`src/rtl/qu_common.sv`:
```
// Shared definitions for the qu run-control block.
// Latency: n/a (package only).
// Backpressure: n/a.
// Contents: core PC width, default core reset length, run-controller state enum.
package qu_common;

  localparam int QU_PC_WIDTH   = 32;
  localparam int QU_RST_CYCLES = 5;

  typedef enum logic [1:0] {
    IDLE,
    CORE_RST,
    RUN,
    DONE
  } run_ctrl_state_t;

endpackage

```
`src/rtl/qu_rr_addr_gen.sv`:
```
// Reservation-station sweep address generator: NUM_PORTS consecutive addresses per cycle.
// Latency: addresses registered, valid the cycle after clr/adv.
// Backpressure: none; advances whenever adv is high.
// Ports: clk/rst (async active-low), clr loads {0..NUM_PORTS-1}, adv steps every
//        address by NUM_PORTS modulo DEPTH, addr is the packed per-port address bus.
module qu_rr_addr_gen #(
  parameter int NUM_PORTS = 2,
  parameter int DEPTH     = 16
) (
  input  logic                                    clk,
  input  logic                                    rst,
  input  logic                                    clr,
  input  logic                                    adv,
  output logic [NUM_PORTS-1:0][$clog2(DEPTH)-1:0] addr
);

  localparam int AW = $clog2(DEPTH);

  // DEPTH is a power of two, so plain AW-bit arithmetic gives the modulo wrap.
  always_ff @(posedge clk or negedge rst) begin
    if (!rst) begin
      addr <= '0;
    end else if (clr) begin
      for (int k = 0; k < NUM_PORTS; k++) begin
        addr[k] <= AW'(k);
      end
    end else if (adv) begin
      for (int k = 0; k < NUM_PORTS; k++) begin
        addr[k] <= addr[k] + AW'(NUM_PORTS);
      end
    end
  end

endmodule

```
`src/rtl/qu_run_ctrl.sv`:
```
// Run controller: pulses core reset, runs the core for a set cycle count, injects redirects/stalls.
// Latency: all outputs registered; start -> core_rst next cycle, redirect_req -> core_branch next cycle.
// Backpressure: none; start is ignored while busy, redirect_req is ignored outside RUN.
// Ports: clk, rst (async active-low); start/run_cycles launch a sequence; redirect_req/redirect_pc
//        request a branch; core_* drive the core; rd_addr/rd_valid sweep the reservation station;
//        busy/done/cycle_count report progress.
module qu_run_ctrl
  import qu_common::*;
#(
  parameter int PC_WIDTH     = QU_PC_WIDTH,
  parameter int RST_CYCLES   = QU_RST_CYCLES,
  parameter int CNT_WIDTH    = 16,
  parameter int NUM_RD_PORTS = 2,
  parameter int RES_ST_DEPTH = 16,
  parameter int STALL_PERIOD = 0
) (
  input  logic                                              clk,
  input  logic                                              rst,
  input  logic                                              start,
  input  logic [CNT_WIDTH-1:0]                              run_cycles,
  input  logic                                              redirect_req,
  input  logic [PC_WIDTH-1:0]                               redirect_pc,
  output logic                                              core_rst,
  output logic                                              core_stall,
  output logic                                              core_branch,
  output logic [PC_WIDTH-1:0]                               core_pc_override,
  output logic [NUM_RD_PORTS-1:0][$clog2(RES_ST_DEPTH)-1:0] rd_addr,
  output logic                                              rd_valid,
  output logic                                              busy,
  output logic                                              done,
  output logic [CNT_WIDTH-1:0]                              cycle_count
);

  localparam int RW      = (RST_CYCLES > 1) ? $clog2(RST_CYCLES) : 1;
  localparam int SW      = (STALL_PERIOD > 1) ? $clog2(STALL_PERIOD) : 1;
  localparam int SP_LAST = (STALL_PERIOD > 0) ? STALL_PERIOD - 1 : 0;

  run_ctrl_state_t      state;
  logic [CNT_WIDTH-1:0] run_len;
  logic [RW-1:0]        rst_cnt;
  logic [SW-1:0]        stall_cnt;
  logic [CNT_WIDTH-1:0] cnt_nxt;
  logic                 run_last;
  logic                 rst_last;
  logic                 sweep_clr;
  logic                 sweep_adv;

  // Saturating increment; run_len never exceeds the max so the run still ends on time.
  assign cnt_nxt   = (&cycle_count) ? cycle_count : cycle_count + 1'b1;
  assign run_last  = (cnt_nxt == run_len);
  assign rst_last  = (rst_cnt == '0);
  assign sweep_clr = (state == CORE_RST) && rst_last && (run_len != '0);
  assign sweep_adv = (state == RUN) && !run_last;

  always_ff @(posedge clk or negedge rst) begin
    if (!rst) begin
      state            <= IDLE;
      core_rst         <= 1'b1;
      core_stall       <= 1'b0;
      core_branch      <= 1'b0;
      core_pc_override <= '0;
      rd_valid         <= 1'b0;
      busy             <= 1'b0;
      done             <= 1'b0;
      cycle_count      <= '0;
      run_len          <= '0;
      rst_cnt          <= '0;
      stall_cnt        <= '0;
    end else begin
      core_branch <= 1'b0;
      core_stall  <= 1'b0;
      case (state)
        IDLE, DONE: begin
          core_rst <= 1'b0;
          if (start) begin
            state       <= CORE_RST;
            run_len     <= run_cycles;
            cycle_count <= '0;
            rst_cnt     <= RW'(RST_CYCLES - 1);
            stall_cnt   <= '0;
            core_rst    <= 1'b1;
            busy        <= 1'b1;
            done        <= 1'b0;
          end
        end
        CORE_RST: begin
          // rst_cnt is loaded with RST_CYCLES-1, so core_rst spans exactly RST_CYCLES cycles.
          if (rst_last) begin
            core_rst <= 1'b0;
            if (run_len == '0) begin
              state <= DONE;
              busy  <= 1'b0;
              done  <= 1'b1;
            end else begin
              state    <= RUN;
              rd_valid <= 1'b1;
            end
          end else begin
            rst_cnt <= rst_cnt - 1'b1;
          end
        end
        RUN: begin
          cycle_count <= cnt_nxt;
          // stall_cnt tracks cycle_count mod STALL_PERIOD, so the pulse lines up with
          // cycle_count showing a nonzero multiple of the period.
          if (STALL_PERIOD > 0) begin
            if (stall_cnt == SW'(SP_LAST)) begin
              stall_cnt  <= '0;
              core_stall <= 1'b1;
            end else begin
              stall_cnt <= stall_cnt + 1'b1;
            end
          end
          // Redirect and stall are independent pulses and may coincide; the core is
          // expected to take the redirect first.
          if (redirect_req) begin
            core_branch      <= 1'b1;
            core_pc_override <= redirect_pc;
          end
          if (run_last) begin
            state    <= DONE;
            busy     <= 1'b0;
            done     <= 1'b1;
            rd_valid <= 1'b0;
          end
        end
        default: state <= IDLE;
      endcase
    end
  end

  qu_rr_addr_gen #(
    .NUM_PORTS (NUM_RD_PORTS),
    .DEPTH     (RES_ST_DEPTH)
  ) u_addr_gen (
    .clk  (clk),
    .rst  (rst),
    .clr  (sweep_clr),
    .adv  (sweep_adv),
    .addr (rd_addr)
  );

endmodule

```
`config.mk`:
```
export PLATFORM = sky130hd
export DESIGN_NAME = qu_run_ctrl
export DESIGN_NICKNAME = d
export VERILOG_FILES = /design/src/rtl/qu_common.sv /design/src/rtl/qu_rr_addr_gen.sv /design/src/rtl/qu_run_ctrl.sv
export SDC_FILE = /design/constraint.sdc
export NUM_CORES = 1
export LEC_CHECK = 0
export ABC_CLOCK_PERIOD_IN_PS = 4650
export CORE_MARGIN = 5
export CORE_UTILIZATION = 51
export CTS_BUF_LIST = sky130_fd_sc_hd__clkbuf_8
export DETAILED_ROUTE_END_ITERATION = 10
export PLACE_DENSITY = 0.83
export SLEW_MARGIN = 10
export SYNTH_ARGS = -nofsm -noshare
export SYNTH_HDL_FRONTEND = slang
export SYNTH_SLANG_ARGS = --single-unit
export TNS_END_PERCENT = 30
```
`constraint.sdc`:
```
create_clock -name clk -period 4.65 [get_ports clk]
set_clock_uncertainty 0.05 [all_clocks]
set_input_delay 0.465 -clock clk [delete_from_list [all_inputs] [get_ports clk]]
set_output_delay 0.465 -clock clk [all_outputs]
set_load 0.05 [all_outputs]
```
# --- After elaboration in Yosys (flattened, before gate mapping) ---
# Cells that the tools add are included.
word_totals:
  register_bits: 82
  out_inout_bits: 62
  word_cells: 79
  in_bits: 52
op_classes:
  reduce_logical: 22
  n_eq_ne: 10
  mux: 31
  add_sub_neg: 4
op_table:
  columns: ["cell", "count"]
  rows:
  - ["$mux 16", 2]
  - ["$pmux 16 s2", 1]
  - ["$add 16x1->16 const B", 1]
  - ["$eq 16x16->1", 1]
  - ["$logic_not 16->1", 1]
  - ["$mux 8", 2]
  - ["$reduce_and 16->1", 1]
  - ["$reduce_bool 16->1", 1]
  - ["$mux 1", 15]
  - ["$ne 2x2->1 const B", 5]
  - ["$add 4x2->4 const B", 2]
  - ["$reduce_and 2->1", 4]
  - ["$reduce_and 4->1", 2]
  - ["$reduce_bool 2->1", 4]
  - ["$mux 2", 3]
  - ["$mux 3", 2]
  - ["$pmux 1 s3", 2]
  - ["$pmux 2 s3", 1]
  - ["$pmux 3 s2", 1]
  - ["$reduce_and 3->1", 2]
  - ["$eq 2x2->1 const B", 2]
  - ["$pmux 1 s2", 2]
  - ["$logic_and 1x1->1", 3]
  - ["$logic_not 3->1", 1]
  - ["other kinds (6)", 6]

# --- Depth between registers and ports, before layout ---
# Gate-level depths: netlist of the first run.
depth:
  depth_word: 7
  depth_mapped: 10
  mapped_depth_nobuf: 9

# --- Hierarchy ---
# A second synthesis of the first run with hierarchy kept.
hier_totals:
  hier_cells: 420
  hier_area_um2: 4480.5
by_module_without_submodules:
  columns: ["module", "instances", "seq_area_each_um2", "area_per_inst_um2", "cells_per_inst"]
  rows:
  - ["qu_run_ctrl", 1, 1853.0, 4150.2, 393]
  - ["qu_rr_addr_gen", 1, 175.2, 330.3, 27]

# --- Worst setup path after synthesis of the first run ---
# No wires, ideal clock.
synth_timing:
  path_type: "reg-to-reg"
  start: "register cycle_count[1]"
  end: "register state[1]"
  setup_time_ns: 0.124
  arrival_time_ns: 2.940
  slack_ns: 1.536
  path_stages_with_launch: 10
  required_ns: 4.476
  period_less_slack_ns: 3.114
  n_path_buf: 1
  cell_sequence: "dfrtp_1 -> ha_1 -> nand4_2 -> nor4_4 -> o21ai_1 -> a32o_1 -> a2111oi_4 -> buf_6 -> a41oi_1 -> a211o_1"
synth_via:
  elab_chain_len: 5
  elab_cells_between_ends: 6
  cone_classes: "add/sub: 1; eq/ne: 2; mux: 1; reduce/logical: 2"
synth_rtl:
  columns: ["item", "line", "source"]
  rows:
  - ["from (decl)", "qu_run_ctrl.sv:31", "output logic [CNT_WIDTH-1:0] cycle_count"]
  - ["from (signal assigned)", "qu_run_ctrl.sv:103", "cycle_count <= cnt_nxt;"]
  - ["$add 16x1->16 / $reduce_and 16->1 (equally long branches)", "qu_run_ctrl.sv:49", "assign cnt_nxt = (&cycle_count) ? cycle_count : cycle_count + 1'b1;"]
  - ["$mux 16 *", "qu_run_ctrl.sv:49", null]
  - ["$eq 16x16->1 *", "qu_run_ctrl.sv:50", "assign run_last = (cnt_nxt == run_len);"]
  - ["$ne 2x2->1 (no source line) *", null, null]
  - ["$reduce_and 3->1 (no source line) *", null, null]
  - ["to (signal assigned)", "qu_run_ctrl.sv:57", "state <= IDLE;"]
  - ["to (signal assigned)", "qu_run_ctrl.sv:76", "state <= CORE_RST;"]
  - ["to (signal assigned)", "qu_run_ctrl.sv:91", "state <= DONE;"]
  - ["to (decl)", "qu_run_ctrl.sv:38", "run_ctrl_state_t state;"]
# Every way passes the cells marked *; elsewhere a longest branch is shown, timed or not.
# A chain may end at the register's enable or synchronous reset.

# --- Worst setup path in the final report of the first run ---
layout_timing:
  start: "register cycle_count[0]"
  end: "register rd_valid"
layout_via:
  elab_chain_len: 5
  elab_cells_between_ends: 6
  cone_classes: "add/sub: 1; eq/ne: 2; mux: 1; reduce/logical: 2"
layout_rtl:
  columns: ["item", "line", "source"]
  rows:
  - ["$add 16x1->16 / $reduce_and 16->1 (equally long branches)", "qu_run_ctrl.sv:49", null]
  - ["$mux 16 *", "qu_run_ctrl.sv:49", null]
  - ["$eq 16x16->1 *", "qu_run_ctrl.sv:50", null]
  - ["$ne 2x2->1 (no source line) *", null, null]
  - ["$reduce_and 4->1 (no source line) *", null, null]
  - ["to (signal assigned)", "qu_run_ctrl.sv:62", "rd_valid <= 1'b0;"]
  - ["to (signal assigned)", "qu_run_ctrl.sv:96", "rd_valid <= 1'b1;"]
  - ["to (signal assigned)", "qu_run_ctrl.sv:124", "rd_valid <= 1'b0;"]
  - ["to (decl)", "qu_run_ctrl.sv:28", "output logic rd_valid,"]
# Marked as above.

==> flow_summary.json, run 1 <==
{
  "ios": 114,
  "cts_tree": "yes",
  "hold_path_class": "input port to async pin",
  "die_y_um": 104,
  "arrival_ns": 3.68,
  "layout.nets": 594,
  "route.vias.total": 3888,
  "die_area_sq_um": 10900,
  "grt_max_degree": 82,
  "fin_ws_ns": 1.10,
  "grt_pass1_wl_mm": 19.8,
  "num_antenna_cells": 0,
  "cp-end-kind": "flop",
  "p_comb_share_pct": 58.5,
  "seq_power_share_pct": 29.6,
  "p_leak_uw": 0.00237,
  "remaining_drc_errors": 0,
  "synth_seq_cells": 81,
  "clock_latency_ns": 0.36,
  "die_w_um": 104,
  "gp_congestion": 0.917,
  "cts.sink_count": 81,
  "synth-seq-area-share_pct": 44.8,
  "intPower_uw": 2210,
  "ant_nets": 0,
  "regArea_sq_um": 2030,
  "worst_hold_slack_ns": 0.218,
  "yosysMostFrequentCell": "dfrtp_1",
  "grt_pass1_vias": 3954,
  "cts_hold_buffers": 0,
  "synth.top_cells.by_count": "80 x dfrtp_1, 49 x mux2_2, 33 x nand2_1",
  "setup_tns_ns": 0,
  "startpoint_type": "flop",
  "crit_type": "flop to flop",
  "cts_inserted_buffers": 9,
  "synthCells": 433,
  "num_rows": 34,
  "multi_input_area_sq_um": 2300,
  "finalPower_uw": 4290,
  "synth_compound_area_share_pct": 15.2,
  "netlist.area_leader.share_pct": 44.3,
  "use_met2_pct": 34.5,
  "cts_resized": 0,
  "p_clk_share_pct": 11.9,
  "finalMaxSlewViolations": 0,
  "relSlewSlack_pct": 33.0,
  "synth_fa_ha_area_share_pct": 2.21,
  "dr.pass1.iters": 5,
  "power_switching_uw": 2080,
  "nFillCells": 655,
  "busiest_layer": "met2",
  "gr-total-overflow": 0,
  "dr.first_iter.drc_count": 298,
  "ys.warnings.count": 0,
  "avgSynthCellArea_sq_um": 10.4,
  "grt_antenna_before_repair": 0,
  "worstPathMaxFanout": 17,
  "fin_util_pct": 67.5,
  "fin_crit_sh_pct": 76.3,
  "clk_path_buf_depth": 2,
  "tightest_slew_ns": 1.01,
  "wl_per_cell_um": 18.2,
  "setup_viol": 0,
  "start_util_pct": 52.1,
  "ctsRootBufferMaster": "clkbuf_8",
  "peakVddDrop_mv": 0.479,
  "cp_slowest_stage_delay_ns": 0.65,
  "ys.flop_type": "dfrtp_1",
  "drive_gt1_share_pct": 15.8,
  "use_met3_pct": 8.75,
  "synthSimpleGateAreaFrac_pct": 17.2,
  "h-tree-depth": 3,
  "wl_mm": 11.8,
  "netlist-cell-type-count": 64,
  "grt.total_usage_pct": 22.0,
  "hold_viol": 0,
  "syn2layout_area_growth_pct": 29.5,
  "fmax_mhz": 282,
  "viasPerCell": 6.01,
  "swShare_pct": 48.5,
  "synth_mux_area_share_pct": 12.4,
  "run_status": "finished, final reports clean",
  "met1_usage_pct": 27.8,
  "coreArea_sq_um": 8680,
  "yosys.area_share.xor_xnor_pct": 3.60,
  "synth_edf_count": 0,
  "post-place-ws_ns": 1.16,
  "period_needed_ns": 3.55,
  "async_reset_ff_share_pct": 100,
  "synth_top_family_by_area": "simple AND/OR/NAND/NOR gates",
  "path_cells": "ha_1 -> nand4_2 -> nor4_4 -> buf_4 -> o21ai_1 -> a32o_1 -> a2111oi_4 -> and2_1 -> a41oi_1",
  "clk_pin_slew_ns": 0.09,
  "yosys-top-cells-area": "dfrtp_1 44%, mux2_2 12%, o21ai_0 3.0%, nand4_1 2.8%, nand2_1 2.7%",
  "synth_largest_area_cell": "dfrtp_1",
  "postCtsSetupRepairBufs": 0,
  "required_ns": 4.79,
  "power_density_nw_per_um2": 732,
  "rsz0062_at_grt": "no",
  "dp_hpwl_mm": 8.52,
  "crit_path_top_delay_cell": "a2111oi_4",
  "syn_area_sq_um": 4520,
  "port_buffers": 111,
  "drv_cap": 0
}
## layout make-up
class	instances	area share, %
Multi-Input combinational cell	310	39.2
Clock inverter	6	0.961
Clock buffer	10	2.35
Timing Repair Buffer	115	19.4
Sequential cell	81	34.6
Inverter	17	1.09
Tap cell	108	2.31
## kinds of logic (layout without fill, tap and decap cells)
kind of cell | after synthesis | in the layout
adder cells (fa/ha/maj) | 8 | 8
AND/OR/NAND/NOR | 134 | 134
buffers and inverters | 43 | 148
other | 1 | 2
AO/OA/AOI/OAI | 99 | 99
XOR/XNOR | 17 | 17
flip-flops | 81 | 81
multiplexers | 50 | 50
## power by group through the flow
stage / clock (uW) / sequential, uW / combinational [uW]
floorplan: 0 / 1930 / 1080
global placement: 0 / 1260 / 2450
detailed placement: 0 / 1270 / 2500
CTS: 521 / 1260 / 2510
global route: 551 / 1310 / 2690
finish: 510 / 1270 / 2510
## final timing paths
| path | start | end | slack (ns) | depth (start not counted) |
|---|---|---|---|---|
| setup / recovery | cycle_count[0] | rd_valid | 1.10 | 9 |
| hold / removal | rst | core_pc_override[29] | 0.22 | 1 |
| setup reg to reg | cycle_count[0] | rd_valid | 1.10 | 9 |
| hold reg to reg | u_addr_gen.addr[4] | u_addr_gen.addr[4] | 0.43 | 1 |
| max in group asynchronous | rst | u_addr_gen.addr[7] | 3.68 | 1 |
| min in group clk | u_addr_gen.addr[4] | u_addr_gen.addr[4] | 0.43 | 1 |
## registers in the layout (all words and copies together) (netlist names)
signal            cells
busy                  1
core_pc_override     32
done                  1
u_addr_gen.addr       7
core_rst              1
rd_valid              1
state                 2
cycle_count          16
run_len              16
rst_cnt               3
core_branch           1
## layout by cell type, fill, tap and decap left out, types with 8 or more instances in the layout
cell type and n:
o21ai_0 27, a21oi_1 17, clkbuf_8 10, clkdlybuf4s50_1 110, nand2_1 33, mux2_2 49
dfrtp_1 80, nor2_1 18, inv_1 17, nand3_1 11, nand4_1 20, ha_1 8
xnor2_1 11
## per-stage QoR
stage,instances,cell area (sq um)
2_1_floorplan,434,4530
4_1_cts,647,5860
3_5_place_dp,631,5660
5_1_grt,647,5860
3_3_place_gp,631,5660
6_report,647,5860
## worst max-delay path, delay by kind of cell (launching register included)
kind	cells	cell delay, ns
compound gates	4	1.16
fa+ha+maj	1	0.36
buf+inv	1	0.26
flops	1	0.49
simple gates	3	1.05
## layer usage
layer,wire length [um],part of all wire [%]
met5,0,0
met3,1280,11
met2,5440,46
met1,4830,41
met4,226,1.9
Note: power is estimated with default switching activity, not from simulation.
==> inputs of run 2 (changes only) <==
--- a/config.mk
+++ b/config.mk
@@ -5,12 +5,12 @@
 export SDC_FILE = /design/constraint.sdc
 export NUM_CORES = 1
 export LEC_CHECK = 0
-export ABC_CLOCK_PERIOD_IN_PS = 4650
+export ABC_CLOCK_PERIOD_IN_PS = 3210
 export CORE_MARGIN = 5
-export CORE_UTILIZATION = 51
+export CORE_UTILIZATION = 46
 export CTS_BUF_LIST = sky130_fd_sc_hd__clkbuf_8
 export DETAILED_ROUTE_END_ITERATION = 10
-export PLACE_DENSITY = 0.83
+export PLACE_DENSITY = 0.79
 export SLEW_MARGIN = 10
 export SYNTH_ARGS = -nofsm -noshare
 export SYNTH_HDL_FRONTEND = slang
==> constraint.sdc (replaced) <==
create_clock -name clk -period 3.21 [get_ports clk]
set_clock_uncertainty 0.05 [all_clocks]
set_input_delay 0.321 -clock clk [delete_from_list [all_inputs] [get_ports clk]]
set_output_delay 0.321 -clock clk [all_outputs]
set_load 0.05 [all_outputs]
==> flow_summary.json, run 2 (synthesis gave the netlist of run 1 again) <==
{
  "start_util_pct": 46.7,
  "reg2reg_from": "cycle_count[1]",
  "regArea_sq_um": 2030,
  "tightest_slew_ns": 1.01,
  "die_y_um": 109,
  "dr.pass1.iters": 5,
  "grt_pass1_wl_mm": 19.4,
  "layout_common_cells": "110 x clkdlybuf4s50_1, 80 x dfrtp_1, 49 x mux2_2",
  "multi_input_area_sq_um": 2300,
  "wl_mm": 11.7,
  "num_rows": 36,
  "grt_pass1_vias": 3966,
  "remaining_drc_errors": 0,
  "layout.nets": 610,
  "syn2layout_area_growth_pct": 32.9,
  "largest_reg_flops": 32,
  "crit_type": "flop to flop",
  "largestRegisters": "core_pc_override x32, cycle_count x16, run_len x16",
  "cts_tree": "yes",
  "hold_viol": 0,
  "worstSetupStartpoint": "cycle_count[1]",
  "die_w_um": 109,
  "grt.total_usage_pct": 20.7,
  "dr.first_iter.drc_count": 226,
  "startpoint_type": "flop",
  "clk_pin_slew_ns": 0.09,
  "grt_antenna_before_repair": 0,
  "fin_cells": 688,
  "worstPathMaxFanout": 17,
  "postCtsSetupRepairBufs": 0,
  "arrival_ns": 3.06,
  "fin_crit_sh_pct": 89.8,
  "dp_hpwl_mm": 8.68,
  "clk_path_buf_depth": 2,
  "clock_latency_ns": 0.35,
  "relSlewSlack_pct": 33.0,
  "finalMaxSlewViolations": 0,
  "coreArea_sq_um": 9680,
  "drive_gt1_share_pct": 18.2,
  "grt_max_degree": 82,
  "viasPerCell": 5.69,
  "fmax_mhz": 347,
  "required_ns": 3.39,
  "route.vias.total": 3918,
  "gr-total-overflow": 0,
  "drv_cap": 0,
  "cp-end-kind": "flop",
  "cts_inserted_buffers": 9,
  "cts.sink_count": 81,
  "power_density_nw_per_um2": 1040,
  "ios": 114,
  "num_antenna_cells": 0,
  "setup_tns_ns": 0,
  "setup_viol": 0,
  "cts_hold_buffers": 0,
  "wl_per_cell_um": 17.1,
  "gp_congestion": 0.923,
  "die_area_sq_um": 11900,
  "ant_nets": 0,
  "hold_path_class": "input port to async pin",
  "p_leak_uw": 0.00246,
  "rsz0062_at_grt": "no",
  "h-tree-depth": 3,
  "peakVddDrop_mv": 0.636,
  "placed_cells": 672,
  "period_needed_ns": 2.88,
  "port_buffers": 111,
  "top_register": "core_pc_override",
  "nFillCells": 791,
  "ctsRootBufferMaster": "clkbuf_8",
  "run_status": "finished, final reports clean",
  "layout_commonest_cell": "clkdlybuf4s50_1"
}
## run 2: cell count changes in the layout (fill, tap and decap cells not counted)
cell       change
bufinv_16      +1
inv_1          +1
inv_8          -2
inv_6          -2
clkinv_2       +1
buf_4         +16
and2_1         -1
clkinv_4       +2
clkbuf_8       -1
and2_2         +1
## run 2: metrics by stage
stage	hold WS (ns)	cell area, sq um	total power, uW	util [%]	worst slack, ns
2_1_floorplan	-0.0246	4530	4350	-	0.0960
3_3_place_gp	0.403	5810	5460	60.0	0.348
3_5_place_dp	0.406	5810	5530	60.0	0.263
4_1_cts	0.127	6010	6300	62.1	0.269
5_1_grt	0.160	6010	6670	62.1	0.0477
6_report	0.0773	6010	6260	62.1	0.327
## run 2: path summary, 6_finish.rpt
kind,to,slack [ns],depth (start not counted)
setup / recovery,state[1],0.33,9
hold / removal,u_addr_gen.addr[2],0.08,1
setup reg to reg,state[1],0.33,9
hold reg to reg,u_addr_gen.addr[4],0.44,1
max in group asynchronous,run_len[9],2.36,1
min in group clk,u_addr_gen.addr[4],0.44,1
## run 2: area by class of cell
class,instances,area share [%]
clock buffers,9,2.06
clock inverters,7,1.21
inverters,17,1.06
multi-input cells,310,38.2
flip-flops and latches,81,33.7
well taps,133,2.77
repair buffers,131,20.9
## run 2: worst max-delay path: stages (launching register included)
cell,delay (ns)
dfrtp_1,0.35
ha_1,0.33
nand4_2,0.19
buf_4,0.20
nor4_2,0.32
xnor3_1,0.18
or4b_1,0.46
nand3_2,0.28
a41oi_1,0.16
a211o_1,0.25
## run 2: per-layer routing
metal / track usage (%) / routed length (um) / share of wire, % / vias up
met1: 27.2 / 5020 / 43 / 1902
li1: - / - / - / 1831
met4: 5.50 / 161 / 1.4 / 0
met2: 33.2 / 5560 / 47 / 172
met5: 0 / 0 / 0 / -
met3: 6.16 / 996 / 8.5 / 13
## run 2: report_power, final
part           internal [uW]  switching [uW]  leakage, uW
Clock                    359             378     0.000101
Sequential              1460             355     0.000986
Combinational           1480            2230      0.00137
## run 2: what timing repair did
item	CTS	global route
endpoints found under the setup margin	0	1
endpoints found under the hold margin	0	0
gates resized for setup	0	1
==> inputs of run 3 (changes only) <==
==> constraint.sdc (replaced) <==
create_clock -name clk -period 3.21 [get_ports clk]
set_clock_uncertainty 0.05 [all_clocks]
set_input_delay 0.642 -clock clk [delete_from_list [all_inputs] [get_ports clk]]
set_output_delay 0.642 -clock clk [all_outputs]
set_load 0.05 [all_outputs]
==> flow_summary.json, run 3 (synthesis gave the netlist of run 1 again) <==
{
  "cp-end-kind": "flop",
  "post-place-ws_ns": 0.256,
  "setup_tns_ns": 0,
  "die_area_sq_um": 11900,
  "remaining_drc_errors": 0,
  "dr.first_iter.drc_count": 242,
  "grt_pass1_wl_mm": 19.3,
  "drive_gt1_share_pct": 18.2,
  "largestRegisters": "core_pc_override x32, cycle_count x16, run_len x16",
  "ctsRootBufferMaster": "clkbuf_8",
  "route.vias.total": 3910,
  "fin_crit_sh_pct": 90.5,
  "grt_pass1_vias": 3918,
  "placed_cells": 671,
  "power_density_nw_per_um2": 1040,
  "wl_per_cell_um": 16.9,
  "rsz0062_at_grt": "no",
  "postCtsSetupRepairBufs": 0,
  "clock_latency_ns": 0.35,
  "nFillCells": 803,
  "finalMaxSlewViolations": 0,
  "coreArea_sq_um": 9680,
  "grt.total_usage_pct": 20.6,
  "dp_hpwl_mm": 8.64,
  "fin_cells": 687,
  "num_rows": 36,
  "port_buffers": 111,
  "clk_pin_slew_ns": 0.08,
  "gr-total-overflow": 0,
  "layout_commonest_cell": "clkdlybuf4s50_1",
  "crit_type": "flop to flop",
  "hold_viol": 0,
  "tightest_slew_ns": 1.02,
  "viasPerCell": 5.69,
  "startpoint_type": "flop",
  "gp_congestion": 0.921,
  "ios": 114,
  "layout_common_cells": "110 x clkdlybuf4s50_1, 80 x dfrtp_1, 49 x mux2_2",
  "grt_antenna_before_repair": 0,
  "ant_nets": 0,
  "required_ns": 3.40,
  "dr.pass1.iters": 5,
  "fin_ws_ns": 0.306,
  "h-tree-depth": 3,
  "run_status": "finished, final reports clean",
  "setup_viol": 0,
  "die_w_um": 109,
  "wl_mm": 11.6,
  "largest_reg_flops": 32,
  "relSlewSlack_pct": 32.0,
  "cts_tree": "yes",
  "layout.nets": 609,
  "arrival_ns": 3.10,
  "dpl_cell_area_sq_um": 5810,
  "start_util_pct": 46.7,
  "p_leak_uw": 0.00244,
  "peakVddDrop_mv": 0.694,
  "top_register": "core_pc_override",
  "num_antenna_cells": 0,
  "syn2layout_area_growth_pct": 32.4,
  "cts_inserted_buffers": 9,
  "clk_path_buf_depth": 2,
  "reg2reg_depth": 9,
  "worstPathMaxFanout": 17,
  "cts.sink_count": 81,
  "grt_max_degree": 82,
  "final_area_sq_um": 5990,
  "period_needed_ns": 2.90,
  "die_y_um": 109,
  "drv_cap": 0,
  "fmax_mhz": 344,
  "hold_path_class": "input port to async pin",
  "finalPower_uw": 6210
}
## run 3: cell types whose count changed in the layout (fill, tap and decap cells not counted), sizes merged
| cell | before | now |
|---|---|---|
| clkinvlp | 1 | 2 |
| clkbuf | 9 | 11 |
| clkinv | 4 | 3 |
| buf | 21 | 20 |
| bufinv | 1 | 0 |
| inv | 18 | 17 |
## run 3: final timing paths
kind	from	slack [ns]	to
worst max-delay path	cycle_count[0]	0.31	state[1]
worst min-delay path	rst	0.40	u_addr_gen.addr[7]
worst max register to register	cycle_count[0]	0.31	state[1]
worst min register to register	u_addr_gen.addr[4]	0.43	u_addr_gen.addr[4]
max in group asynchronous	rst	2.04	core_pc_override[13]
min in group clk	u_addr_gen.addr[4]	0.43	u_addr_gen.addr[4]
## run 3: report_power, final
part | internal (uW) | switching (uW) | leakage (uW)
clock | 319 | 376 | 0.0000911
combinational | 1460 | 2240 | 0.00136
sequential | 1460 | 349 | 0.000986
## run 3: final cells by class
class                   instances  area (sq um)  share of cell area, %
clock inverters                 5          30.0                  0.501
repair buffers                130          1250                   20.9
flip-flops and latches         81          2030                   33.9
inverters                      17          63.8                   1.07
well taps                     133           166                   2.78
multi-input cells             310          2300                   38.4
clock buffers                  11           151                   2.53
## run 3: per-layer routing
| layer | global-route usage [%] | share of wire (%) | up-vias |
|---|---|---|---|
| met1 | 27.3 | 42 | 1879 |
| met5 | 0 | 0 | - |
| met3 | 6.87 | 9.5 | 20 |
| met4 | 6.04 | 1.7 | 0 |
| met2 | 32.0 | 46 | 172 |
| li1 | - | - | 1839 |
## run 3: repair_timing
action / in CTS / in global routing
endpoints found under the setup margin: 0 / 6
gates resized for setup: 0 / 1
hold buffers: 0 / 0
## run 3: stage by stage
step	utilization, %	hold slack, ns
6_report	61.8	0.404
5_1_grt	61.8	0.464
4_1_cts	61.8	0.431
3_5_place_dp	60.0	0.406
3_3_place_gp	60.0	0.402
2_1_floorplan	-	0.296
## run 3: worst max-delay path: stages, from the launching register on
cell     delay, ns
dfrtp_1       0.35
ha_1          0.33
nand4_2       0.18
buf_4         0.20
nor4_2        0.32
xnor3_1       0.18
or4b_1        0.47
nand3_2       0.29
a41oi_1       0.17
a211o_1       0.25
